## src/rtl/mult_arb_pkg.sv

```systemverilog
// Shared definitions for the two-requester multiplier arbiter:
// FSM state encoding, requester-id width and the default WAIT timeout.
package mult_arb_pkg;

    typedef enum logic [1:0] {
        ST_IDLE   = 2'd0,
        ST_LAUNCH = 2'd1,
        ST_WAIT   = 2'd2,
        ST_RESP   = 2'd3
    } arb_state_t;

    // Two requesters, so a single bit identifies the owner of a job
    localparam int ID_W = 1;

    // Default WAIT limit scales with operand width (bit-pair multiplier needs ~N/2 steps)
    function automatic int default_timeout(input int n);
        return 4 * n;
    endfunction

endpackage

```

## src/rtl/mult_arb_if.sv

```systemverilog
// Bundle of request, multiplier and response signals around mult_arbiter.
// slave  : the arbiter's view (accepts requests, drives the multiplier, returns results)
// master : the environment's view (requesters, multiplier, result consumer)
interface mult_arb_if import mult_arb_pkg::*; #(
    parameter int N = 4
);
    logic            req0_valid;
    logic            req1_valid;
    logic            req0_ready;
    logic            req1_ready;
    logic [N-1:0]    req0_a;
    logic [N-1:0]    req0_b;
    logic [N-1:0]    req1_a;
    logic [N-1:0]    req1_b;

    logic            mul_start;
    logic [N-1:0]    mul_multiplican;
    logic [N-1:0]    mul_multiplier;
    logic            mul_busy;
    logic            mul_done;
    logic [2*N-1:0]  mul_product;

    logic            rsp_valid;
    logic            rsp_ready;
    logic [ID_W-1:0] rsp_id;
    logic [2*N-1:0]  rsp_product;
    logic            rsp_err;

    modport slave (
        input  req0_valid, req1_valid, req0_a, req0_b, req1_a, req1_b,
        output req0_ready, req1_ready,
        output mul_start, mul_multiplican, mul_multiplier,
        input  mul_busy, mul_done, mul_product,
        output rsp_valid, rsp_id, rsp_product, rsp_err,
        input  rsp_ready
    );

    modport master (
        output req0_valid, req1_valid, req0_a, req0_b, req1_a, req1_b,
        input  req0_ready, req1_ready,
        input  mul_start, mul_multiplican, mul_multiplier,
        output mul_busy, mul_done, mul_product,
        input  rsp_valid, rsp_id, rsp_product, rsp_err,
        output rsp_ready
    );

endinterface

```

## src/rtl/mult_arbiter_rr_arb2.sv

```systemverilog
// rr_arb2: two-input round-robin arbiter. The pointer names the requester
// that wins a tie; after every grant it moves to the other requester.
module rr_arb2 import mult_arb_pkg::*; (
    input  logic            clk,
    input  logic            rst,
    input  logic [1:0]      req,
    input  logic            grant_en,
    output logic [1:0]      gnt,
    output logic [ID_W-1:0] gnt_id
);

    logic ptr;

    // Tie goes to the pointer; a lone requester wins regardless of the pointer
    always_comb begin
        gnt_id = '0;
        gnt    = 2'b00;
        if (req == 2'b11) begin
            gnt_id = ptr;
        end else begin
            gnt_id = req[1];
        end
        if (|req) begin
            gnt = gnt_id[0] ? 2'b10 : 2'b01;
        end
    end

    // Pointer hands priority to the loser of each accepted grant
    always_ff @(posedge clk or negedge rst) begin
        if (!rst) begin
            ptr <= 1'b0;
        end else if (grant_en && (|req)) begin
            ptr <= ~gnt_id[0];
        end
    end

endmodule

```

## src/rtl/mult_arbiter.sv

```systemverilog
// mult_arbiter: shares one multiplier between two requesters, one job at a time.
// IDLE -> LAUNCH (start pulse) -> WAIT (for mul_done) -> RESP (hold until taken).
// Optional feature: define MULT_ARB_TIMEOUT_EN to bound WAIT to TIMEOUT_CYC cycles,
// after which the job is answered with rsp_err=1 and a zero product.
module mult_arbiter import mult_arb_pkg::*; #(
    parameter int N           = 4,
    parameter int TIMEOUT_CYC = default_timeout(N)
) (
    input  logic       clk,
    input  logic       rst,
    mult_arb_if.slave  bus
);

    arb_state_t      state;
    arb_state_t      state_next;
    logic            grant_en;
    logic [1:0]      req_vec;
    logic [1:0]      gnt;
    logic [ID_W-1:0] gnt_id;
    logic [N-1:0]    op_a;
    logic [N-1:0]    op_b;
    logic [ID_W-1:0] job_id;
    logic [2*N-1:0]  product_q;
    logic            timeout_hit;

    assign req_vec  = {bus.req1_valid, bus.req0_valid};

    // Grants only happen in IDLE with the multiplier free; held off while reset is asserted
    assign grant_en = (state == ST_IDLE) && !bus.mul_busy && rst;

    rr_arb2 u_rr (
        .clk      (clk),
        .rst      (rst),
        .req      (req_vec),
        .grant_en (grant_en),
        .gnt      (gnt),
        .gnt_id   (gnt_id)
    );

    assign bus.req0_ready      = grant_en && gnt[0];
    assign bus.req1_ready      = grant_en && gnt[1];
    assign bus.mul_start       = (state == ST_LAUNCH);
    assign bus.mul_multiplican = op_a;
    assign bus.mul_multiplier  = op_b;
    assign bus.rsp_valid       = (state == ST_RESP);
    assign bus.rsp_id          = job_id;
    assign bus.rsp_product     = product_q;

`ifdef MULT_ARB_TIMEOUT_EN
    localparam int CNT_W = $clog2(TIMEOUT_CYC + 1);

    logic [CNT_W-1:0] wait_cnt;
    logic             err_q;

    // Counts cycles spent in WAIT; restarts from zero on every entry
    always_ff @(posedge clk or negedge rst) begin
        if (!rst) begin
            wait_cnt <= '0;
        end else if (state == ST_WAIT) begin
            wait_cnt <= wait_cnt + 1'b1;
        end else begin
            wait_cnt <= '0;
        end
    end

    assign timeout_hit = (state == ST_WAIT) && !bus.mul_done &&
                         (wait_cnt == CNT_W'(TIMEOUT_CYC - 1));

    // Error flag records whether the current response came from a timeout
    always_ff @(posedge clk or negedge rst) begin
        if (!rst) begin
            err_q <= 1'b0;
        end else if (state == ST_WAIT) begin
            if (bus.mul_done) begin
                err_q <= 1'b0;
            end else if (timeout_hit) begin
                err_q <= 1'b1;
            end
        end
    end

    assign bus.rsp_err = err_q;
`else
    assign timeout_hit = 1'b0;
    assign bus.rsp_err = 1'b0;
`endif

    // State register; reset abandons any job in flight
    always_ff @(posedge clk or negedge rst) begin
        if (!rst) begin
            state <= ST_IDLE;
        end else begin
            state <= state_next;
        end
    end

    // Next-state logic; mul_done only matters while waiting on our own job
    always_comb begin
        state_next = state;
        case (state)
            ST_IDLE: begin
                if (grant_en && (|req_vec)) begin
                    state_next = ST_LAUNCH;
                end
            end
            ST_LAUNCH: begin
                state_next = ST_WAIT;
            end
            ST_WAIT: begin
                if (bus.mul_done || timeout_hit) begin
                    state_next = ST_RESP;
                end
            end
            ST_RESP: begin
                if (bus.rsp_ready) begin
                    state_next = ST_IDLE;
                end
            end
            default: begin
                state_next = ST_IDLE;
            end
        endcase
    end

    // Operand and id capture at grant, product capture at completion
    always_ff @(posedge clk or negedge rst) begin
        if (!rst) begin
            op_a      <= '0;
            op_b      <= '0;
            job_id    <= '0;
            product_q <= '0;
        end else begin
            if (grant_en && (|req_vec)) begin
                op_a   <= gnt_id[0] ? bus.req1_a : bus.req0_a;
                op_b   <= gnt_id[0] ? bus.req1_b : bus.req0_b;
                job_id <= gnt_id;
            end
            if (state == ST_WAIT) begin
                if (bus.mul_done) begin
                    product_q <= bus.mul_product;
                end else if (timeout_hit) begin
                    product_q <= '0;
                end
            end
        end
    end

endmodule

```

## src/flat_wrapper.sv

```systemverilog
// flat-port wrapper written by rule: the top's interface ports become plain ports
module mult_arbiter_flat import mult_arb_pkg::*;
#(
    parameter int N           = 4,
    parameter int TIMEOUT_CYC = default_timeout(N)
)
  (clk, rst, bus_req0_valid, bus_req1_valid, bus_req0_a, bus_req0_b, bus_req1_a, bus_req1_b, bus_req0_ready, bus_req1_ready, bus_mul_start, bus_mul_multiplican, bus_mul_multiplier, bus_mul_busy, bus_mul_done, bus_mul_product, bus_rsp_valid, bus_rsp_id, bus_rsp_product, bus_rsp_err, bus_rsp_ready);
  mult_arb_if #(.N(N)) bus_i ();
  input  logic clk;
  input  logic rst;
  input wire logic [$bits(bus_i.req0_valid)-1:0] bus_req0_valid;
  input wire logic [$bits(bus_i.req1_valid)-1:0] bus_req1_valid;
  input wire logic [$bits(bus_i.req0_a)-1:0] bus_req0_a;
  input wire logic [$bits(bus_i.req0_b)-1:0] bus_req0_b;
  input wire logic [$bits(bus_i.req1_a)-1:0] bus_req1_a;
  input wire logic [$bits(bus_i.req1_b)-1:0] bus_req1_b;
  output wire logic [$bits(bus_i.req0_ready)-1:0] bus_req0_ready;
  output wire logic [$bits(bus_i.req1_ready)-1:0] bus_req1_ready;
  output wire logic [$bits(bus_i.mul_start)-1:0] bus_mul_start;
  output wire logic [$bits(bus_i.mul_multiplican)-1:0] bus_mul_multiplican;
  output wire logic [$bits(bus_i.mul_multiplier)-1:0] bus_mul_multiplier;
  input wire logic [$bits(bus_i.mul_busy)-1:0] bus_mul_busy;
  input wire logic [$bits(bus_i.mul_done)-1:0] bus_mul_done;
  input wire logic [$bits(bus_i.mul_product)-1:0] bus_mul_product;
  output wire logic [$bits(bus_i.rsp_valid)-1:0] bus_rsp_valid;
  output wire logic [$bits(bus_i.rsp_id)-1:0] bus_rsp_id;
  output wire logic [$bits(bus_i.rsp_product)-1:0] bus_rsp_product;
  output wire logic [$bits(bus_i.rsp_err)-1:0] bus_rsp_err;
  input wire logic [$bits(bus_i.rsp_ready)-1:0] bus_rsp_ready;
  assign bus_i.req0_valid = bus_req0_valid;
  assign bus_i.req1_valid = bus_req1_valid;
  assign bus_i.req0_a = bus_req0_a;
  assign bus_i.req0_b = bus_req0_b;
  assign bus_i.req1_a = bus_req1_a;
  assign bus_i.req1_b = bus_req1_b;
  assign bus_req0_ready = bus_i.req0_ready;
  assign bus_req1_ready = bus_i.req1_ready;
  assign bus_mul_start = bus_i.mul_start;
  assign bus_mul_multiplican = bus_i.mul_multiplican;
  assign bus_mul_multiplier = bus_i.mul_multiplier;
  assign bus_i.mul_busy = bus_mul_busy;
  assign bus_i.mul_done = bus_mul_done;
  assign bus_i.mul_product = bus_mul_product;
  assign bus_rsp_valid = bus_i.rsp_valid;
  assign bus_rsp_id = bus_i.rsp_id;
  assign bus_rsp_product = bus_i.rsp_product;
  assign bus_rsp_err = bus_i.rsp_err;
  assign bus_i.rsp_ready = bus_rsp_ready;
  mult_arbiter #(.N(N), .TIMEOUT_CYC(TIMEOUT_CYC)) u_core (.clk(clk), .rst(rst), .bus(bus_i));
endmodule
```

## config.mk

```make
export PLATFORM = sky130hd
export DESIGN_NAME = mult_arbiter_flat
export DESIGN_NICKNAME = d
export VERILOG_FILES = /design/src/rtl/mult_arb_pkg.sv /design/src/rtl/mult_arb_if.sv /design/src/rtl/mult_arbiter_rr_arb2.sv /design/src/rtl/mult_arbiter.sv /design/src/flat_wrapper.sv
export SDC_FILE = /design/constraint.sdc
export NUM_CORES = 1
export LEC_CHECK = 0
export CAP_MARGIN = 10
export CELL_PAD_IN_SITES_DETAIL_PLACEMENT = 2
export CELL_PAD_IN_SITES_GLOBAL_PLACEMENT = 2
export CORE_ASPECT_RATIO = 0.7
export CORE_MARGIN = 3
export CORE_UTILIZATION = 23
export CTS_BUF_LIST = sky130_fd_sc_hd__clkbuf_8
export DETAILED_ROUTE_END_ITERATION = 12
export PLACE_DENSITY_LB_ADDON = 0.1
export SLEW_MARGIN = 10
export SYNTH_ARGS = -nofsm -noshare
export SYNTH_HDL_FRONTEND = slang
export SYNTH_SLANG_ARGS = --single-unit
```

## constraint.sdc

```tcl
create_clock -name clk -period 1.8 [get_ports clk]
set_input_delay 0.36 -clock clk [delete_from_list [all_inputs] [get_ports clk]]
set_output_delay 0.36 -clock clk [all_outputs]
set_load 0.1 [all_outputs]
```

==> flow_summary.ini, run 1 <==
[critical_path]
critical_path.endpoint_type = primary output
critPathMaxStageDelay_ns = 0.41
criticalPathCategory = register to primary output
critPathArrivalTime_ns = 1.50
startpoint_type = register
critPathSlowestCell = dfrtp_1
critical_path.cell_chain = inv_2, ha_4, and3b_2, and3_4, buf_12
cp.required_ns = 1.44
critical_path_peak_fanout = 3
reg2regPathDepth = 6

[die]
ioPinCount = 53
initial_cell_density_of_the_core = 0.252
std_cell_rows = 18
floorplan.die_area_um2 = 4880
die_height_um = 59.3
core_region_area_um2 = 3720
die_x_um = 82.2

[synthesis]
synth_cells = 74
net_count_after_synthesis = 109
synth_sequential_area_ratio = 0.535
syn-cell-area_um2 = 935
syn-mean-instance-area_um2 = 12.6
yosys_register_bits = 20
netlist-cell-type-count = 20
synthesis.yosys.warnings = 0

[final_layout]
finalCoreUtilization = 0.506
syn2layout_area_growth_pct = 101
post_layout_net_count = 178
mostFrequentLayoutCell = clkdlybuf4s50_1
final-instance-count-excl-fill = 191
layout-drive-gt1-share = 0.426
mostFrequentLayoutCells = clkdlybuf4s50_1 (29), buf_12 (21), dfrtp_1 (20), buf_4 (16), mux2_2 (9)
insertedDiodeCount = 0

[route]
detail_route.wirelength_mm = 3.13
ant_nets = 0
dr.pass1.iters = 4
routed-via-count = 835
viasPerCell = 4.37
initialDrtViolationCount = 22
routed_length_per_placed_instance_um = 16.4
remaining_drc_errors = 0

[clocking]
cts_tree = built
clock_path_buffers = 2
cts-buffers-inserted = 3
total_number_of_h_tree_levels = 1
insertion_delay_ns = 0.26
cts_num_sinks = 20
cts.reportedPaths.clkPinSlew_ns = 0.07
holdBufCountCts = 0
cts.root.buffer_cell = clkbuf_8

[sta]
setup_repair_after_global_routing_missed_its_margin = true
period_minus_slack_ns = 1.86
hold_slack_ns = 0.176
timing.clock.skew_ns = 0.00270
finalSetupTns_ns = -0.0660
finalSetupViolCount = 2
timing_limited_maximum_frequency_ghz = 0.536
finalHoldViolCount = 0
final.setup.worst_slack_ns = -0.0644
min_period_over_period = 1.04
timing_max_transition_violations_final = 0

[placed_design]
dp_hpwl_mm = 2.39
place_inst = 181
place.port_buffers = 51
place.gp.congestion = 0.750

[hold_path]
hold_class = primary input to async pin

[global_route]
grt_util_all_layers = 0.142
number_of_global_route_vias_before_repair = 999
global_route.overflow_total = 0
grt_pass1_wl_mm = 4.97
grt_max_degree = 19
grt_antenna_before_repair = 0

[outcome]
violations_in_the_final_reports = setup timing
run_status = finished, violations left

[run]
drv_cap = 0
final cells by class:
class,count,area [um^2]
clock buffers,3,41.3
repair buffers,68,851
fillers,374,1840
flip-flops and latches,20,500
inverters,10,37.5
multi-input cells,40,387
well taps,50,62.6
flip-flops by register name, indices dropped and copies added, names as in the netlist:
register,cells
u_core.bus.mul_multiplier,4
u_core.u_rr.ptr,1
u_core.bus.rsp_product,8
u_core.bus.rsp_id,1
u_core.state,2
u_core.bus.mul_multiplican,4
path summary, 6_finish.rpt:
kind,endpoint,start,slack [ns]
max,bus_req0_ready,u_core.state[1]$_DFFE_PN0P_,-0.06
min,u_core.state[0]$_DFFE_PN0P_,rst,0.18
max in group asynchronous,u_core.u_rr.ptr$_DFFE_PN0P_,rst,1.33
min reg2reg,u_core.bus.mul_multiplier[3]$_DFFE_PN0P_,u_core.bus.mul_multiplier[3]$_DFFE_PN0P_,0.55
max reg2reg,u_core.state[1]$_DFFE_PN0P_,u_core.state[0]$_DFFE_PN0P_,0.06
min in group clk,u_core.bus.mul_multiplier[3]$_DFFE_PN0P_,u_core.bus.mul_multiplier[3]$_DFFE_PN0P_,0.55
critical path, delay by kind of cell, from the launching register on:
| kind | cells | cell delay, ns |
|---|---|---|
| adder cells (fa/ha/maj) | 1 | 0.13 |
| buffers and inverters | 2 | 0.27 |
| flip-flops | 1 | 0.41 |
| AND/OR/NAND/NOR | 2 | 0.44 |
cell usage after synthesis:
| master | count | area [um^2] |
|---|---|---|
| a21o_1 | 1 | 7.51 |
| a21o_2 | 1 | 8.76 |
| a221oi_1 | 1 | 8.76 |
| a222oi_1 | 6 | 60.1 |
| and3_4 | 1 | 11.3 |
| and3b_1 | 1 | 8.76 |
| buf_4 | 1 | 7.51 |
| buf_6 | 2 | 22.5 |
| clkbuf_8 | 1 | 13.8 |
| conb_1 | 1 | 3.75 |
| dfrtp_1 | 20 | 500 |
| ha_1 | 4 | 50.1 |
| inv_1 | 10 | 37.5 |
| mux2_2 | 9 | 101 |
| mux2i_1 | 2 | 20.0 |
| nand2_1 | 4 | 15.0 |
| nor2b_1 | 2 | 12.5 |
| o211a_1 | 1 | 10.0 |
| o21ai_0 | 5 | 25.0 |
| o32a_1 | 1 | 10.0 |
routing by layer:
| metal | wire, um | vias up | GRT usage |
|---|---|---|---|
| li1 | - | 393 | - |
| met1 | 1200 | 403 | 0.155 |
| met2 | 1600 | 34 | 0.252 |
| met3 | 284 | 5 | 0.0562 |
| met4 | 41 | 0 | 0.0427 |
| met5 | 0 | - | 0 |
cell families (layout without fill, tap and decap cells):
family	count (synthesis)	in the layout	share of synthesized area
and+or+nand+nor	8	8	0.0509
DFF	20	20	0.535
other	1	1	0.00401
muxes	11	11	0.130
adders and majority gates	4	4	0.0535
buffers and inverters	14	81	0.0870
AOI/OAI and AO/OA	16	16	0.139
stage by stage:
step | setup slack, ns | cell area [um^2]
after floorplan | 0.0649 | 937
after global placement | -0.146 | 1750
after detailed placement | -0.192 | 1750
after CTS | -0.0447 | 1840
after global routing | -0.125 | 1880
final | -0.0644 | 1880
what timing repair did:
action,4_1_cts,5_1_grt
endpoints found under the hold margin,0,0
gates cloned,0,0
pin swaps,3,3
resized for setup,6,5
buffers inserted,5,3
endpoints found under the setup margin,2,8
Power of run 1 is not shown: default switching activity piles up to over one toggle a cycle in this logic, so the estimate is an artifact.
==> run 2, diff against run 1 <==
PLACE_DENSITY_LB_ADDON = 0.15   (was 0.1)
==> flow_summary.ini, run 2 (synthesis gave the netlist of run 1 again) <==
[route]
initialDrtViolationCount = 19
dr.pass1.iters = 5
viasPerCell = 4.46
remaining_drc_errors = 0
ant_nets = 0
routed-via-count = 857
detail_route.wirelength_mm = 3.29
routed_length_per_placed_instance_um = 17.1

[clocking]
total_number_of_h_tree_levels = 1
cts-buffers-inserted = 3
cts_num_sinks = 20
insertion_delay_ns = 0.26
holdBufCountCts = 0
cts_tree = built
clock_path_buffers = 2
cts.root.buffer_cell = clkbuf_8
cts.reportedPaths.clkPinSlew_ns = 0.08

[sta]
final.setup.worst_slack_ns = -0.0561
timing.clock.skew_ns = 0.00247
timing_limited_maximum_frequency_ghz = 0.539
finalSetupViolCount = 3
hold_slack_ns = 0.178
finalHoldViolCount = 0
setup_repair_after_global_routing_missed_its_margin = true
min_period_over_period = 1.03
period_minus_slack_ns = 1.86
timing_max_transition_violations_final = 0

[critical_path]
criticalPathCategory = register to primary output
critical_path.cell_chain = inv_2, ha_4, and3b_2, and3_4, buf_12
critical_path_peak_fanout = 3
critPathSlowestCell = dfrtp_1
cp.required_ns = 1.44
reg2regPathDepth = 6
startpoint_type = register
critPathMaxStageDelay_ns = 0.41
r2r-start = u_core.state[1]$_DFFE_PN0P_
rrSetupSlack_ns = -0.04
r2r_end = u_core.state[1]$_DFFE_PN0P_
critical_path.endpoint_type = primary output
critPathArrivalTime_ns = 1.50

[die]
die_height_um = 59.3
floorplan.die_area_um2 = 4880
core_region_area_um2 = 3720
die_x_um = 82.2
initial_cell_density_of_the_core = 0.252
ioPinCount = 53
std_cell_rows = 18

[global_route]
grt_antenna_before_repair = 0
global_route.overflow_total = 0
number_of_global_route_vias_before_repair = 983
grt_max_degree = 16
grt_pass1_wl_mm = 5.29
grt_util_all_layers = 0.145

[final_layout]
final-instance-count-excl-fill = 192
layout-drive-gt1-share = 0.423
largest_reg_flops = 8
multi_input_area_um2 = 379
postLayoutCellArea_um2 = 1880
syn2layout_area_growth_pct = 101
seqCellArea_um2 = 500
final.fill_count = 381
mostFrequentLayoutCell = clkdlybuf4s50_1
insertedDiodeCount = 0
post_layout_net_count = 178
mostFrequentLayoutCells = clkdlybuf4s50_1 (29), buf_12 (21), dfrtp_1 (20), buf_4 (17), mux2_2 (9)

[placed_design]
place.gp.congestion = 0.636
dp_hpwl_mm = 2.52
place.port_buffers = 51
placed_cell_area_um2 = 1740
place_inst = 179
place_ws_ns = -0.209

[outcome]
violations_in_the_final_reports = setup timing
run_status = finished, violations left

[run]
drv_cap = 0

[hold_path]
hold_class = primary input to async pin
[run 2: cell count changes in the layout (fill, tap and decap cells not counted)]
| cell | before | now |
|---|---|---|
| nand2_1 | 4 | 3 |
| buf_6 | 1 | 0 |
| o21ai_2 | 1 | 0 |
| nand2_2 | 0 | 1 |
| clkbuf_8 | 3 | 4 |
| a221oi_2 | 1 | 0 |
| o21ai_0 | 4 | 5 |
| a221oi_1 | 0 | 1 |
| buf_4 | 16 | 17 |
[run 2: stage by stage]
stage | TNS, ns | util
after floorplan | 0 | -
after global placement | -0.493 | 0.467
after detailed placement | -1.10 | 0.467
after CTS | -0.101 | 0.498
after global routing | -0.503 | 0.506
final | -0.105 | 0.506
[run 2: how the worst max path moves through the flow]
| stage | startpoint | to | slack (ns) |
|---|---|---|---|
| finish | u_core.state[1]$_DFFE_PN0P_ | bus_req0_ready | -0.06 |
| global route | u_core.state[1]$_DFFE_PN0P_ | bus_req0_ready | -0.12 |
| CTS | u_core.state[1]$_DFFE_PN0P_ | bus_req1_ready | -0.06 |
| detailed placement | rst | u_core.state[1]$_DFFE_PN0P_ | -0.21 |
| global placement | rst | u_core.state[1]$_DFFE_PN0P_ | -0.14 |
| floorplan | u_core.state[0]$_DFFE_PN0P_ | u_core.state[1]$_DFFE_PN0P_ | 0.06 |
[run 2: critical path: cells and delay by family, from the launching register on]
kind / cells / cell delay (ns)
DFF: 1 / 0.41
and+or+nand+nor: 2 / 0.43
buffers and inverters: 2 / 0.26
adders and majority gates: 1 / 0.13
[run 2: what timing repair did]
action	4_1_cts	5_1_grt
resized for setup	6	2
setup buffers	6	3
cloned	0	0
pin swaps	4	6
endpoints found under the setup margin	6	6
[run 2: final cells by class]
class,count,share of cell area
Clock buffer,4,0.0293
Multi-Input combinational cell,40,0.201
Timing Repair Buffer,68,0.450
Sequential cell,20,0.266
Tap cell,50,0.0332
Inverter,10,0.0199
[run 2: routing by layer]
| layer | track usage | vias up | part of all wire | wire, um |
|---|---|---|---|---|
| li1 | - | 396 | - | - |
| met1 | 0.178 | 424 | 0.39 | 1300 |
| met2 | 0.257 | 35 | 0.52 | 1720 |
| met3 | 0.0471 | 2 | 0.077 | 252 |
| met4 | 0.0142 | 0 | 0.0040 | 13 |
| met5 | 0 | - | 0 | 0 |
Power of run 2 is left out for the same reason.
